==> src/rtl/fpu_pkg.sv <==
// Shared FPU definitions: rounding-mode encodings, datapath widths and the
// rounding-mode decoder used by the rounding controller.
package fpu_pkg;

   localparam int unsigned EXP_W   = 10;
   localparam int unsigned NMANT_W = 27;
   localparam int unsigned MANT_W  = 24;

   localparam logic [2:0] RM_RNE = 3'b000;
   localparam logic [2:0] RM_RTZ = 3'b001;
   localparam logic [2:0] RM_RDN = 3'b010;
   localparam logic [2:0] RM_RUP = 3'b011;
   localparam logic [2:0] RM_RMM = 3'b100;
   localparam logic [2:0] RM_DYN = 3'b111;

   typedef struct packed {
      logic illegal;
      logic rmm;
      logic rtz;
      logic rup;
      logic rdn;
      logic rne;
   } rm_dec_t;

   // Expects an already-resolved mode; DYN reaching here is illegal.
   function automatic rm_dec_t rm_onehot(input logic [2:0] rm);
      rm_dec_t d;
      d = '0;
      case (rm)
         RM_RNE:  d.rne = 1'b1;
         RM_RTZ:  d.rtz = 1'b1;
         RM_RDN:  d.rdn = 1'b1;
         RM_RUP:  d.rup = 1'b1;
         RM_RMM:  d.rmm = 1'b1;
         default: d.illegal = 1'b1;
      endcase
      return d;
   endfunction

endpackage

==> src/rtl/fpu_round_unit.sv <==
// Combinational rounding unit. With no mode line asserted it truncates.
module fpu_round_unit import fpu_pkg::*; (
   input  logic               in_sign,
   input  logic [EXP_W-1:0]   in_exp,
   input  logic [NMANT_W-1:0] in_mant,
   input  logic               mode_rne,
   input  logic               mode_rtz,
   input  logic               mode_rdn,
   input  logic               mode_rup,
   input  logic               mode_rmm,
   output logic [EXP_W-1:0]   res_exp,
   output logic [MANT_W-1:0]  res_mant
);

   logic          lsb, guard, rnd, sticky, inexact, inc;
   logic [MANT_W:0] sum;

   assign lsb     = in_mant[3];
   assign guard   = in_mant[2];
   assign rnd     = in_mant[1];
   assign sticky  = in_mant[0];
   assign inexact = guard | rnd | sticky;

   always_comb begin
      inc = 1'b0;
      if (mode_rne) inc = guard & (rnd | sticky | lsb);
      if (mode_rtz) inc = 1'b0;
      if (mode_rdn) inc = in_sign & inexact;
      if (mode_rup) inc = !in_sign & inexact;
      if (mode_rmm) inc = guard;
   end

   assign sum = {1'b0, in_mant[NMANT_W-1:3]} + {{MANT_W{1'b0}}, inc};

   // Carry out of the significand renormalises to 1.0 and bumps the exponent
   always_comb begin
      if (sum[MANT_W]) begin
         res_mant = {1'b1, {(MANT_W-1){1'b0}}};
         res_exp  = in_exp + 10'd1;
      end else begin
         res_mant = sum[MANT_W-1:0];
         res_exp  = in_exp;
      end
   end

endmodule

==> src/rtl/fpu_rr_arb2.sv <==
// Two-way round-robin arbiter; the pointer advances only when a grant is issued.
module fpu_rr_arb2 (
   input  logic clk,
   input  logic rst,
   input  logic valid0,
   input  logic valid1,
   input  logic accept,
   output logic gnt0,
   output logic gnt1
);

   // ptr_q=1 gives requester 1 priority on a tie
   logic ptr_q, ptr_d;

   always_comb begin
      gnt0  = 1'b0;
      gnt1  = 1'b0;
      if (accept) begin
         if (valid0 && valid1) begin
            gnt0 = !ptr_q;
            gnt1 = ptr_q;
         end else begin
            gnt0 = valid0;
            gnt1 = valid1;
         end
      end
      ptr_d = ptr_q;
      if (gnt0) begin
         ptr_d = 1'b1;
      end else if (gnt1) begin
         ptr_d = 1'b0;
      end
   end

   always_ff @(posedge clk) begin
      if (rst) begin
         ptr_q <= 1'b0;
      end else begin
         ptr_q <= ptr_d;
      end
   end

endmodule

==> src/rtl/fpu_round_ctrl.sv <==
// Shares the rounding unit between the add/sub (req0) and mul (req1) paths,
// resolves the rounding mode, registers the result and keeps sticky NX.
module fpu_round_ctrl import fpu_pkg::*; #(
   parameter int unsigned TAG_W     = 4,
   parameter logic [2:0]  RESET_FRM = 3'b000
) (
   input  logic               clk,
   input  logic               rst,
   input  logic               req0_valid,
   output logic               req0_ready,
   input  logic               req0_sign,
   input  logic [EXP_W-1:0]   req0_exp,
   input  logic [NMANT_W-1:0] req0_mant,
   input  logic [2:0]         req0_rm,
   input  logic [TAG_W-1:0]   req0_tag,
   input  logic               req1_valid,
   output logic               req1_ready,
   input  logic               req1_sign,
   input  logic [EXP_W-1:0]   req1_exp,
   input  logic [NMANT_W-1:0] req1_mant,
   input  logic [2:0]         req1_rm,
   input  logic [TAG_W-1:0]   req1_tag,
   input  logic               frm_we,
   input  logic [2:0]         frm_wdata,
   output logic [2:0]         frm,
   output logic               out_valid,
   input  logic               out_ready,
   output logic               out_sign,
   output logic [EXP_W-1:0]   out_exp,
   output logic [MANT_W-1:0]  out_mant,
   output logic               out_src,
   output logic [TAG_W-1:0]   out_tag,
   output logic               out_nx,
   output logic               out_illegal,
   output logic               fflags_nx,
   input  logic               fflags_clr
);

   logic               accept, gnt0, gnt1, grant, sel;
   logic               op_sign;
   logic [EXP_W-1:0]   op_exp, rnd_exp;
   logic [NMANT_W-1:0] op_mant;
   logic [2:0]         op_rm, eff_rm;
   logic [TAG_W-1:0]   op_tag;
   logic [MANT_W-1:0]  rnd_mant;
   logic               nx_next;
   rm_dec_t            rm_dec;

   // Gating with rst keeps both readies low in the reset cycle
   assign accept = !rst && (!out_valid || out_ready);

   fpu_rr_arb2 u_arb (
      .clk    (clk),
      .rst    (rst),
      .valid0 (req0_valid),
      .valid1 (req1_valid),
      .accept (accept),
      .gnt0   (gnt0),
      .gnt1   (gnt1)
   );

   assign req0_ready = gnt0;
   assign req1_ready = gnt1;
   assign grant      = gnt0 | gnt1;
   assign sel        = gnt1;

   assign op_sign = sel ? req1_sign : req0_sign;
   assign op_exp  = sel ? req1_exp  : req0_exp;
   assign op_mant = sel ? req1_mant : req0_mant;
   assign op_rm   = sel ? req1_rm   : req0_rm;
   assign op_tag  = sel ? req1_tag  : req0_tag;

   // DYN reads the registered frm, so a same-cycle write lands on the next request
   assign eff_rm  = (op_rm == RM_DYN) ? frm : op_rm;
   assign rm_dec  = rm_onehot(eff_rm);
   assign nx_next = |op_mant[2:0];

   fpu_round_unit u_round (
      .in_sign  (op_sign),
      .in_exp   (op_exp),
      .in_mant  (op_mant),
      .mode_rne (rm_dec.rne),
      .mode_rtz (rm_dec.rtz),
      .mode_rdn (rm_dec.rdn),
      .mode_rup (rm_dec.rup),
      .mode_rmm (rm_dec.rmm),
      .res_exp  (rnd_exp),
      .res_mant (rnd_mant)
   );

   always_ff @(posedge clk) begin
      if (rst) begin
         frm         <= RESET_FRM;
         fflags_nx   <= 1'b0;
         out_valid   <= 1'b0;
         out_sign    <= 1'b0;
         out_exp     <= '0;
         out_mant    <= '0;
         out_src     <= 1'b0;
         out_tag     <= '0;
         out_nx      <= 1'b0;
         out_illegal <= 1'b0;
      end else begin
         if (frm_we) frm <= frm_wdata;
         fflags_nx <= (fflags_nx && !fflags_clr) || (grant && nx_next);
         if (grant) begin
            out_valid   <= 1'b1;
            out_sign    <= op_sign;
            out_exp     <= rnd_exp;
            out_mant    <= rnd_mant;
            out_src     <= sel;
            out_tag     <= op_tag;
            out_nx      <= nx_next;
            out_illegal <= rm_dec.illegal;
         end else if (out_ready) begin
            out_valid <= 1'b0;
         end
      end
   end

endmodule

==> config.mk <==
export PLATFORM = sky130hd
export DESIGN_NAME = fpu_round_ctrl
export DESIGN_NICKNAME = d
export VERILOG_FILES = /design/src/rtl/fpu_pkg.sv /design/src/rtl/fpu_round_unit.sv /design/src/rtl/fpu_rr_arb2.sv /design/src/rtl/fpu_round_ctrl.sv
export SDC_FILE = /design/constraint.sdc
export NUM_CORES = 1
export LEC_CHECK = 0
export BUFFER_PORTS_ARGS = -buffer_cell sky130_fd_sc_hd__buf_2
export CORE_ASPECT_RATIO = 1.2
export CORE_MARGIN = 3
export CORE_UTILIZATION = 48
export CTS_BUF_LIST = sky130_fd_sc_hd__clkbuf_16
export DETAILED_ROUTE_END_ITERATION = 6
export PLACE_DENSITY = 0.86
export SLEW_MARGIN = 25
export SYNTH_ARGS = -nofsm -noshare
export SYNTH_HDL_FRONTEND = slang
export SYNTH_HIERARCHICAL = 1
export SYNTH_SLANG_ARGS = --single-unit
==> constraint.sdc <==
create_clock -name clk -period 6.21 [get_ports clk]
set_clock_uncertainty 0.1 [all_clocks]
set_input_delay 0.9315 -clock clk [delete_from_list [all_inputs] [get_ports clk]]
set_output_delay 0.9315 -clock clk [all_outputs]
set_load 0.03 [all_outputs]
After elaboration in Yosys (flattened, before gate mapping)
Cells that the tools add are included.
- bits in registers: 48
- bits in latches: 0
- memory bits (writable): 0
- ROM bits: 0
- output and inout port bits: 49
- word-level logic and storage cells: 69
- memories: 0
- $add $sub $neg: 2
- multiply operators: 0
- divide/modulo/power cells: 0
- order comparisons: 0
- equal/unequal tests: 5
- shift operators: 0
- multiplexer cells: 27
- bitwise operators: 8
- reductions and logical operators: 16
- operators by type and width (kind ; number):
    two-way mux 27 bit ; 1
    adder 24 x 1 -> 25 bit ; 1
    two-way mux 24 bit ; 1
    two-way mux 1 bit ; 20
    two-way mux 10 bit ; 2
    adder 10 x 1 -> 10 bit, second input constant ; 1
    equality test 3 x 2 -> 1 bit, second input constant ; 2
    equality test 3 bit, second input constant ; 2
    two-way mux 3 bit ; 2
    zero test 1 bit ; 5
    bitwise OR 1 bit ; 5
    OR reduction 5 bit ; 1
    logical AND 1 bit ; 4
    two-way mux 4 bit ; 1
    nonzero test 2 bit ; 2
    AND 1 bit ; 3
    equality test 3 x 1 -> 1 bit, second input constant ; 1
    zero test 3 bit ; 1
    OR reduction 3 bit ; 1
    logical OR 1 bit ; 2

Depth between registers and ports, before layout
Gate-level depths: netlist of the first run.
- word-level depth: 16
- gate-level depth with buffers: 22
- depth with buffers taken out: 19

By module
The synthesis of the first run kept the hierarchy.
- modules (own cells, without submodules) (module ; instances ; cells each ; area each (sq um) ; sequential area each (sq um)):
    fpu_round_ctrl ; 1 ; 273 ; 2318.5 ; 940.9
    fpu_round_unit ; 1 ; 134 ; 877.1 ; 0.0
    fpu_rr_arb2 ; 1 ; 8 ; 55.1 ; 20.0

Worst setup path after synthesis of the first run
Ideal clock, no wire load.
- kind: input to register
- from: input port rst
- to: register out_exp[0]
- arrival time: 5029 ps
- data required time: 6040 ps
- path slack: 1011 ps
- cell stages on the path: 20
- buffers on the path: 3
- cells stage by stage: clkbuf_1 -> nor2b_1 -> nand2_1 -> a21oi_1 -> buf_6 -> and4bb_2 -> o21ai_0 -> a21oi_1 -> nor2b_1 -> o41ai_1 -> nor3_1 -> a221oi_1 -> ha_1 -> and4_1 -> nand2_1 -> nor4_1 -> buf_4 -> xor2_1 -> nand2_1 -> a21oi_1
- RTL lines (element ; line ; RTL):
    start, declared ; fpu_round_ctrl.sv:8 ; input logic rst,
    end signal, assigned ; fpu_round_ctrl.sv:109 ; out_exp <= rnd_exp;
    end, declared ; fpu_round_ctrl.sv:29 ; output logic [EXP_W-1:0] out_exp,

==> results of run 1 <==
## cell usage in the layout, fill, tap and decap left out, drive strengths merged, types with 5 or more instances in the layout
master | netlist | layout
a21oi | 50 | 50
buf | 18 | 153
clkbuf | 5 | 5
dfxtp | 48 | 48
inv | 8 | 9
mux2 | 40 | 40
mux2i | 13 | 13
nand2 | 86 | 86
nand3 | 16 | 16
nand4 | 10 | 10
nor2 | 31 | 31
nor3 | 15 | 15
nor4 | 8 | 8
xnor2 | 13 | 13
xor2 | 15 | 15
## kinds of logic after synthesis
family / after synthesis / synth area share [%]
AO/OA/AOI/OAI: 63 / 10.82
multiplexers: 53 / 17.98
flip-flops: 48 / 29.56
AND/OR/NAND/NOR: 189 / 27.64
adder cells (fa/ha/maj): 3 / 1.155
XOR/XNOR: 28 / 7.544
buffers and inverters: 31 / 5.312
## final cells by class
cell class                      count  area [µm²]
Timing Repair Buffer              153       778.2
Fill cell                         574        2310
Sequential cell                    48       960.9
Clock buffer                        5       125.1
Clock inverter                      3       38.79
Inverter                            8       30.03
Multi-Input combinational cell    336        2137
Tap cell                           85       106.4
## tightest hold or removal path, stage by stage, from the launching register on
cell     delay, ps
dfxtp_1        310
nand2_1         50
a21oi_1         50
## metrics by stage
step	utilization, %	hold WS [ps]
6_report	64.39	348.4
5_1_grt	64.39	366.2
4_1_cts	64.39	351.7
3_5_place_dp	61.86	342.6
3_3_place_gp	61.86	337.1
2_1_floorplan	-	367.8
## routing by layer
| metal | vias to the layer above | GRT usage [%] |
|---|---|---|
| met5 | - | 0 |
| met1 | 1587 | 25.93 |
| met2 | 142 | 43.29 |
| met4 | 0 | 8.592 |
| li1 | 1720 | - |
| met3 | 14 | 4.682 |
## sequential cells by signal, indices dropped and copies added (netlist names)
signal       flops
out_src          1
fflags_nx        1
out_valid        1
out_nx           1
out_sign         1
frm              3
out_mant        24
u_arb/ptr_q      1
out_tag          4
out_exp         10
out_illegal      1
## cell usage after synthesis (2+ instances only)
| cell | n | area share (%) |
|---|---|---|
| a21oi_1 | 50 | 7.7 |
| nor2_1 | 31 | 3.6 |
| nand2_1 | 86 | 9.9 |
| buf_4 | 9 | 2.1 |
| o21ai_0 | 2 | 0.31 |
| nand2b_1 | 2 | 0.38 |
| mux2i_1 | 13 | 4.0 |
| nand4_1 | 9 | 1.7 |
| and2_1 | 3 | 0.58 |
| xor2_1 | 15 | 4.0 |
| xnor2_1 | 13 | 3.5 |
| buf_2 | 6 | 0.92 |
| or2_2 | 2 | 0.38 |
| or4_1 | 3 | 0.69 |
| clkbuf_1 | 5 | 0.58 |
| ha_1 | 3 | 1.2 |
| nor4_1 | 7 | 1.3 |
| buf_6 | 2 | 0.69 |
| inv_1 | 8 | 0.92 |
| dfxtp_1 | 48 | 30 |
| and4_1 | 3 | 0.81 |
| nand3_1 | 16 | 2.5 |
| nor3_1 | 15 | 2.3 |
| nor2b_1 | 4 | 0.77 |
| and3_1 | 2 | 0.38 |
| mux2_2 | 39 | 14 |
## worst max path at each step
| stage | end | slack (ps) | cells after the start |
|---|---|---|---|
| detailed placement | out_exp[7]$_SDFFE_PP0P_ | 930 | 19 |
| floorplan | out_exp[0]$_SDFFE_PP0P_ | 1010 | 20 |
| global route | out_exp[4]$_SDFFE_PP0P_ | 830 | 19 |
| finish | out_mant[20]$_SDFFE_PP0P_ | 1180 | 19 |
| CTS | out_exp[7]$_SDFFE_PP0P_ | 1220 | 19 |
| global placement | out_exp[7]$_SDFFE_PP0P_ | 1160 | 19 |
## report_power, final
| group | switching (mW) | internal (mW) | total, mW |
|---|---|---|---|
| combinational | 0.160 | 0.101 | 0.260 |
| sequential | 0.0126 | 0.331 | 0.344 |
| clock | 0.118 | 0.188 | 0.306 |
| total | 0.290 | 0.620 | 0.910 |
==> metrics, run 1 <==
post-route setup slack 1182 ps; Clock Sink Count 48; Cells after DPL between 600 and 700; Synth warnings 6; met1 wire length 3702 µm; critical-path cell list buf_2 -> nand2b_1 -> nor2b_1 -> nand2_1 -> a21oi_4 -> buf_4 -> mux2_2 -> a21oi_1 -> nor2b_1 -> o41ai_1 -> nor3_1 -> a221oi_1 -> ha_1 -> and4_1 -> nand4_1 -> nor3_1 -> xor2_1 -> nand2_1 -> a21oi_1; Starting Density between 50 and 60%; CTS root buf clkbuf_16; slowest cell on the critical path nand4_1; Worst Hold Class reg -> reg; WS Path Type in -> reg; fin. max-slew vios 0; grt total ovfl 0; TNS Setup 0 ps; pin slew with the least headroom to its limit 883.4 ps; post-detailed-route DRC marker count 0; post-route ant nets 0; R2R Setup Slk roughly 1600 ps; DR WL met3 711 µm; Buffers on Ports ~150; DRT Pass-1 Iters 5; vias in the first global route approximately 3300; I/O pin count about 150; ys flop type dfxtp_1; reg2reg start out_valid$_SDFFE_PP0P_; startpoint of the most critical hold path out_exp[4]$_SDFFE_PP0P_; WP data arrival around 5100 ps; Crit Reg-Reg Endpoint out_mant[20]$_SDFFE_PP0P_; worst hold endpoint out_exp[4]$_SDFFE_PP0P_; met2 wire length approximately 4700 µm; die outline width approximately 80 µm; num rows 32; IR drop worst, VDD approximately 0.13 mV; Clock Pin Slew Worst Setup and Hold Paths ~70 ps; Detailed Place HPWL a little over 7000 µm; # resized after CTS 0; Final Hold Vio Count 0; Post-DP Area about 0.004 mm²; Wirelength per Cell 14.57 µm; Seq cells post-synth 48; CTS tree yes; first-pass GRT wire length 14500 µm; EDFF count, synth 0; post-synthesis sequential area ratio between 20% and 30%; CP Max Fanout 26; clock latency on the worst-skew pair between 200 and 300 ps; highest metal used met4; minimum clock period about 5000 ps; Die ar. between 0.007 and 0.008 mm²; H-tree levels 2; core area about 0.0065 mm²; Setup crit start kind primary input; CTS max path bufs 2; vias per inst about 5.4; Area growth syn-to-layout 28.48%; GRT Total Usage between 20% and 30%; Lkg Pwr 1.855 nW; DR iter-0 viols 155; CP delay by family, top simple AND/OR/NAND/NOR gates; Crit path buffers/inverters 2; Netlist cell types 45; post-route cell area roughly 0.0042 mm²; worst hold path depth 2; RSZ-0062 raised after global routing false; status completed; via count around 3500; slew margin rel. between 40% and 50%; WP data required 6320 ps; Mapped Cells about 420; Total Wirelength 9295 µm; Post-CTS Hold Buffers 0; non-filler cells, final 638; antenna violations before repair 0; Worst Setup SP out_ready; fmax 0.1989 GHz; antenna diode count 0; routability congestion estimate between 0.9 and 1; largest net degree at the start of global routing 50; DP Worst Slack between 900 and 1000 ps; CP peak stage delay roughly 500 ps; area of the mapped netlist about 0.0033 mm²; Pwr Total roughly 910 µW; Worst R2R Path Depth 18; CTS buffer count 5; crit end category flip-flop; Synth Net Count between 500 and 600; Synth async-reset ratio 0%; chip height between 90 and 100 µm; power per cell area about 220 mW/mm²; layout cells sized above 1 a little under two fifths; fin nets between 600 and 700; Post-CTS Setup Repair Bufs 0; Avg Cell Area, Syn 7.833 µm²; final setup vio count 0; final period utilization between 80 and 90%; Max Cap Violations 0
Power figures use the tool's default switching activity.
==> inputs of run 2 (changes only) <==
--- a/config.mk
+++ b/config.mk
@@ -5,10 +5,11 @@
 export SDC_FILE = /design/constraint.sdc
 export NUM_CORES = 1
 export LEC_CHECK = 0
+export ABC_AREA = 1
 export BUFFER_PORTS_ARGS = -buffer_cell sky130_fd_sc_hd__buf_2
 export CORE_ASPECT_RATIO = 1.2
 export CORE_MARGIN = 3
-export CORE_UTILIZATION = 48
+export CORE_UTILIZATION = 49
 export CTS_BUF_LIST = sky130_fd_sc_hd__clkbuf_16
 export DETAILED_ROUTE_END_ITERATION = 6
 export PLACE_DENSITY = 0.86
==> constraint.sdc (replaced) <==
create_clock -name clk -period 4.8 [get_ports clk]
set_clock_uncertainty 0.1 [all_clocks]
set_input_delay 0.72 -clock clk [delete_from_list [all_inputs] [get_ports clk]]
set_output_delay 0.72 -clock clk [all_outputs]
set_load 0.03 [all_outputs]
==> metrics, run 2 <==
status completed; chip height ~100 µm; H-tree levels 2; I/O pin count ~150; Synth top cells by count nand2_1, nor2_1, dfxtp_1, inv_1, o21ai_0; largest net degree at the start of global routing 44; slew margin rel. 55.21%; largest registers out_mant x24, out_exp x10, out_tag x4; Synth warnings 6; top-count cell post-synth nand2_1; Avg Cell Area, Syn ~5.6 µm²; ys flop type dfxtp_1; CTS max path bufs 2; Cells after DPL about 840; final core utilization 64.92%; clock latency on the worst-skew pair about 280 ps; via count 4152; area leader, netlist dfxtp_1; fin nets roughly 860; EDFF count, synth 0; GRT Total Usage about 24%; post-synthesis sequential area ratio between 20% and 30%; CTS buffer count 5; most flop-heavy register out_mant; Max Cap Violations 0; Setup crit start kind primary input; fin. max-slew vios 0; final period utilization a little over four fifths; post-route ant nets 0; antenna violations before repair 0; layout cells sized above 1 about a quarter; grt total ovfl 0; Worst Hold Class reg -> reg; Sequential Power Share between 30% and 40%; CP Max Fanout 18; post-route cell area ~0.0045 mm²; CTS tree yes; pin slew with the least headroom to its limit 670.9 ps; num rows 33; largest cells by area after synthesis dfxtp_1, nand2_1, nor2_1; TNS Setup 0 ps; most common cell after layout, fill and taps aside nand2_1; die outline width between 80 and 90 µm; IR drop worst, VDD 0.1738 mV; core area 0.006895 mm²; Clock Sink Count between 40 and 50; WP data required 4880 ps; P_int around 810 µW; final setup vio count 0; Final Hold Vio Count 0; # resized after CTS 0; Buffers on Ports 148; Seq cells post-synth 48; Post-CTS Hold Buffers 0; WP data arrival ~4100 ps; CP peak stage delay 510 ps; power per cell area about 280 mW/mm²; Post-DP Area 0.004309 mm²; WS Path Type in -> reg; minimum clock period approximately 4000 ps; Final Hold Slack 371.1 ps; Area growth syn-to-layout 27.15%; Netlist cell types 35; CTS root buf clkbuf_16; non-filler cells, final ~850; Synth async-reset ratio 0%; Fillers ~670; crit end category flip-flop; commonest cells after routing, fill and taps aside nand2_1, buf_2, nor2_1; Total Wirelength approximately 10000 µm; clock group share of total power 32.2%; Crit path buffers/inverters 4; register area approximately 960 µm²; antenna diode count 0; routability congestion estimate 0.9017; vias in the first global route 3886; fmax ~0.25 GHz; Clock Pin Slew Worst Setup and Hold Paths 70 ps; Starting Density 51.06%; Sw Share 35.09%; number of flip-flops in the largest register 24; Wirelength per Cell 12.12 µm; Psw between 400 and 500 µW; CP delay by family, top simple AND/OR/NAND/NOR gates; Mapped Cells about 620; Lkg Pwr roughly 2.5 nW; post-detailed-route DRC marker count 0; area share of the largest cell type after synthesis a little over a quarter; RSZ-0062 raised after global routing false; Combinational Power Share between 30% and 40%; Post-CTS Setup Repair Bufs 0; DR iter-0 viols roughly 110; area of the mapped netlist 0.003521 mm²; Multi-input gate area 0.002276 mm²; first-pass GRT wire length about 17000 µm; Synth Net Count between 700 and 800; slowest cell on the critical path nor3_4; vias per inst roughly 5; Detailed Place HPWL around 8000 µm; Die ar. ~0.0082 mm²; critical-path cell list buf_2 -> a21oi_1 -> nand2_1 -> a21oi_4 -> inv_2 -> nand2_1 -> nand2_2 -> nand4_1 -> nand2_1 -> inv_2 -> nand2_1 -> nor2_1 -> inv_1 -> nor2_1 -> a21oi_1 -> a21boi_0 -> ha_1 -> nand2_2 -> nor2_4 -> nand2_4 -> nor3_4 -> nor2_1 -> o21ai_0 -> nor2_1; DRT Pass-1 Iters 5
==> run 2: logic make-up after synthesis <==
family,after synthesis,share of synthesized area [%]
compound gates,56,8.565
xor+xnor,21,5.224
fa+ha+maj,3,1.066
buf+inv,73,8.386
flops,48,27.29
simple gates,423,49.47
==> run 2: final cells by class <==
| class | count | share of cell area, % |
|---|---|---|
| clock buffer | 5 | 2.795 |
| clock inverter | 3 | 0.9503 |
| sequential | 48 | 21.46 |
| inverter | 51 | 4.304 |
| timing repair buffer | 152 | 17.22 |
| multi-input combinational | 503 | 50.84 |
| tap | 87 | 2.432 |
==> run 2: metal layers <==
metal / track usage [%] / vias to the layer above / wire length, µm
met5: 0 / - / 0
met2: 45.31 / 150 / 5160
li1: - / 2180 / -
met3: 2.425 / 25 / 534
met4: 9.686 / 0 / 284
met1: 28.18 / 1797 / 4309
==> run 2: power groups by stage <==
stage | registers, mW | clock network [mW] | logic (mW)
floorplan | 0.535 | 0 | 0.199
global placement | 0.461 | 0 | 0.386
detailed placement | 0.463 | 0 | 0.393
CTS | 0.454 | 0.408 | 0.394
global route | 0.458 | 0.422 | 0.439
finish | 0.453 | 0.402 | 0.394
==> run 2: worst min-delay path, stage by stage (launching register included) <==
cell     delay, ps
dfxtp_1        310
nand2_1         60
a21oi_1         50
==> run 2: path summary, 6_finish.rpt <==
check                          from                        end  slack, ps  cells past startpoint
max                             rst  out_mant[13]$_SDFFE_PP0P_        780                     24
min            fflags_nx$_SDFF_PP0_       fflags_nx$_SDFF_PP0_        370                      2
max reg2reg  out_valid$_SDFFE_PP0P_  out_mant[13]$_SDFFE_PP0P_       1030                     23
min reg2reg    fflags_nx$_SDFF_PP0_       fflags_nx$_SDFF_PP0_        370                      2
==> run 2: metrics by stage <==
step	total power [mW]	worst slack, ps
6_report	1.249	784.3
3_3_place_gp	0.8473	694.7
2_1_floorplan	0.7332	545.9
4_1_cts	1.256	783.9
3_5_place_dp	0.8554	490.5
5_1_grt	1.319	372.0
==> inputs of run 3 (changes only) <==
--- a/config.mk
+++ b/config.mk
@@ -5,11 +5,11 @@
 export SDC_FILE = /design/constraint.sdc
 export NUM_CORES = 1
 export LEC_CHECK = 0
-export ABC_AREA = 1
+export ABC_AREA = 0
 export BUFFER_PORTS_ARGS = -buffer_cell sky130_fd_sc_hd__buf_2
 export CORE_ASPECT_RATIO = 1.2
 export CORE_MARGIN = 3
-export CORE_UTILIZATION = 49
+export CORE_UTILIZATION = 48
 export CTS_BUF_LIST = sky130_fd_sc_hd__clkbuf_16
 export DETAILED_ROUTE_END_ITERATION = 6
 export PLACE_DENSITY = 0.86
==> constraint.sdc (replaced) <==
create_clock -name clk -period 4.2 [get_ports clk]
set_clock_uncertainty 0.1 [all_clocks]
set_input_delay 0.63 -clock clk [delete_from_list [all_inputs] [get_ports clk]]
set_output_delay 0.63 -clock clk [all_outputs]
set_load 0.03 [all_outputs]
==> metrics, run 3 (same netlist as run 1, synthesis figures left out) <==
Worst Setup SP out_ready; Lkg Pwr a little under 2 nW; clock latency on the worst-skew pair 290 ps; post-route ant nets 0; Clock Pin Slew Worst Setup and Hold Paths about 70 ps; WS Path Type in -> reg; DR iter-0 viols ~160; grt total ovfl 0; antenna diode count 0; reg2reg start out_valid$_SDFFE_PP0P_; most flop-heavy register out_mant; vias per inst between 5 and 6; largest registers out_mant x24, out_exp x10, out_tag x4; Pwr Total ~1.3 mW; CTS buffer count 5; minimum clock period a little over 4000 ps; CP Max Fanout 7; GRT Total Usage 23.27%; chip height 96.15 µm; fmax around 0.25 GHz; Total Wirelength about 9200 µm; Clock Sink Count between 40 and 50; power per cell area ~300 mW/mm²; R2R Setup Slk 240 ps; Worst setup endpoint out_mant[19]$_SDFFE_PP0P_; status completed; core area ~0.0065 mm²; H-tree levels 2; fin. max-slew vios 0; RSZ-0062 raised after global routing true; CTS tree yes; number of flip-flops in the largest register 24; most common cell after layout, fill and taps aside buf_2; Final Hold Slack ~350 ps; die outline width around 81 µm; WP data arrival 4200 ps; slew margin rel. around two fifths; crit end category flip-flop; num rows 32; final period utilization between 90% and 100%; first-pass GRT wire length between 10000 and 15000 µm; Detailed Place HPWL between 7000 and 8000 µm; Wirelength per Cell between 10 and 15 µm; commonest cells after routing, fill and taps aside buf_2, nand2_1, a21oi_1, dfxtp_1, mux2_2; DRT Pass-1 Iters 4; CTS root buf clkbuf_16; pin slew with the least headroom to its limit between 800 and 900 ps; Max Cap Violations 0; Worst R2R Path Depth 19; Crit Reg-Reg Endpoint out_mant[19]$_SDFFE_PP0P_; Die ar. 0.007799 mm²; antenna violations before repair 0; Final Hold Vio Count 0; fin nets between 600 and 700; Buffers on Ports around 150; IR drop worst, VDD approximately 0.22 mV; Worst Hold Class reg -> reg; routability congestion estimate just under 1; largest net degree at the start of global routing 50; via count 3489; CTS max path bufs 2; layout cells sized above 1 42.78%; vias in the first global route 3384; WP data required between 4000 and 5000 ps; Setup crit start kind primary input; post-detailed-route DRC marker count 0; Area growth syn-to-layout 34.80%; Starting Density roughly 50%; I/O pin count 149; Post-CTS Hold Buffers 0; final setup vio count 0
run 3: cell types whose count changed in the layout (fill, tap and decap cells not counted), sizes merged, moves of 8 or more:
cell   change
nor4       +8
a21oi     +40
mux2i     +13
mux2      +40
nor3      +12
o21ai     -39
inv       -40
nand2    -173
nor2     -102
buf       +16
run 3: worst max-delay path, cell delays in order:
cell and delay [ps]:
buf_2 70, nand2b_1 100, nor2b_2 150, nand2_1 90, a21oi_4 210, buf_4 170
mux2i_4 260, nand2_1 70, a21oi_1 250, o311ai_0 250, o41ai_2 100, nor3_1 100
a221oi_2 230, ha_1 240, and4_1 230, nand2_1 120, or4_1 440, a21oi_1 230
nand2_1 80, a21oi_1 160
run 3: layer usage:
metal	up-vias	wire length [µm]	global-route usage, %	share of wire [%]
met2	139	4723	43.01	51
met5	-	0	0	0
met3	24	709	5.431	7.7
met4	0	231	9.859	2.5
li1	1748	-	-	-
met1	1578	3527	25.00	38
run 3: final cells by class:
type | count | area [µm²]
Sequential cell | 48 | 960.9
Clock inverter | 3 | 22.52
Inverter | 8 | 30.03
Fill cell | 563 | 2105
Timing Repair Buffer | 168 | 907.1
Multi-Input combinational cell | 336 | 2230
Tap cell | 85 | 106.4
Clock buffer | 5 | 125.1
run 3: through the flow:
stage	utilization, %	cells	area (µm²)	setup TNS, ps	setup slack [ps]
floorplan	-	415	3356	0	22.57
global placement	64.51	641	4184	0	37.12
detailed placement	64.51	641	4184	-4122	-199.3
CTS	66.78	649	4332	0	92.70
global route	67.55	653	4382	-502.7	-104.4
finish	67.55	653	4382	0	120.3
run 3: how the worst min path moves through the flow:
stage | from | to | slack [ps] | cells after the start
CTS | out_mant[13]$_SDFFE_PP0P_ | out_mant[13]$_SDFFE_PP0P_ | 350 | 2
global placement | out_mant[10]$_SDFFE_PP0P_ | out_mant[10]$_SDFFE_PP0P_ | 340 | 2
global route | out_mant[21]$_SDFFE_PP0P_ | out_mant[21]$_SDFFE_PP0P_ | 370 | 2
finish | out_mant[13]$_SDFFE_PP0P_ | out_mant[13]$_SDFFE_PP0P_ | 350 | 2
detailed placement | out_mant[13]$_SDFFE_PP0P_ | out_mant[13]$_SDFFE_PP0P_ | 340 | 2
floorplan | u_arb/ptr_q$_SDFFE_PP0P_ | u_arb/ptr_q$_SDFFE_PP0P_ | 370 | 1
run 3: report_power, final:
group	leakage (nW)	internal [mW]	switching (mW)
clock network	0.0742	0.223	0.175
registers	0.394	0.489	0.0181
logic	1.49	0.163	0.242
run 3: what timing repair did:
item | 4_1_cts | 5_1_grt
hold endpoints to repair | 0 | 0
buffers inserted | 0 | 4
setup endpoints to repair | 0 | 31
gates resized for setup | 0 | 5
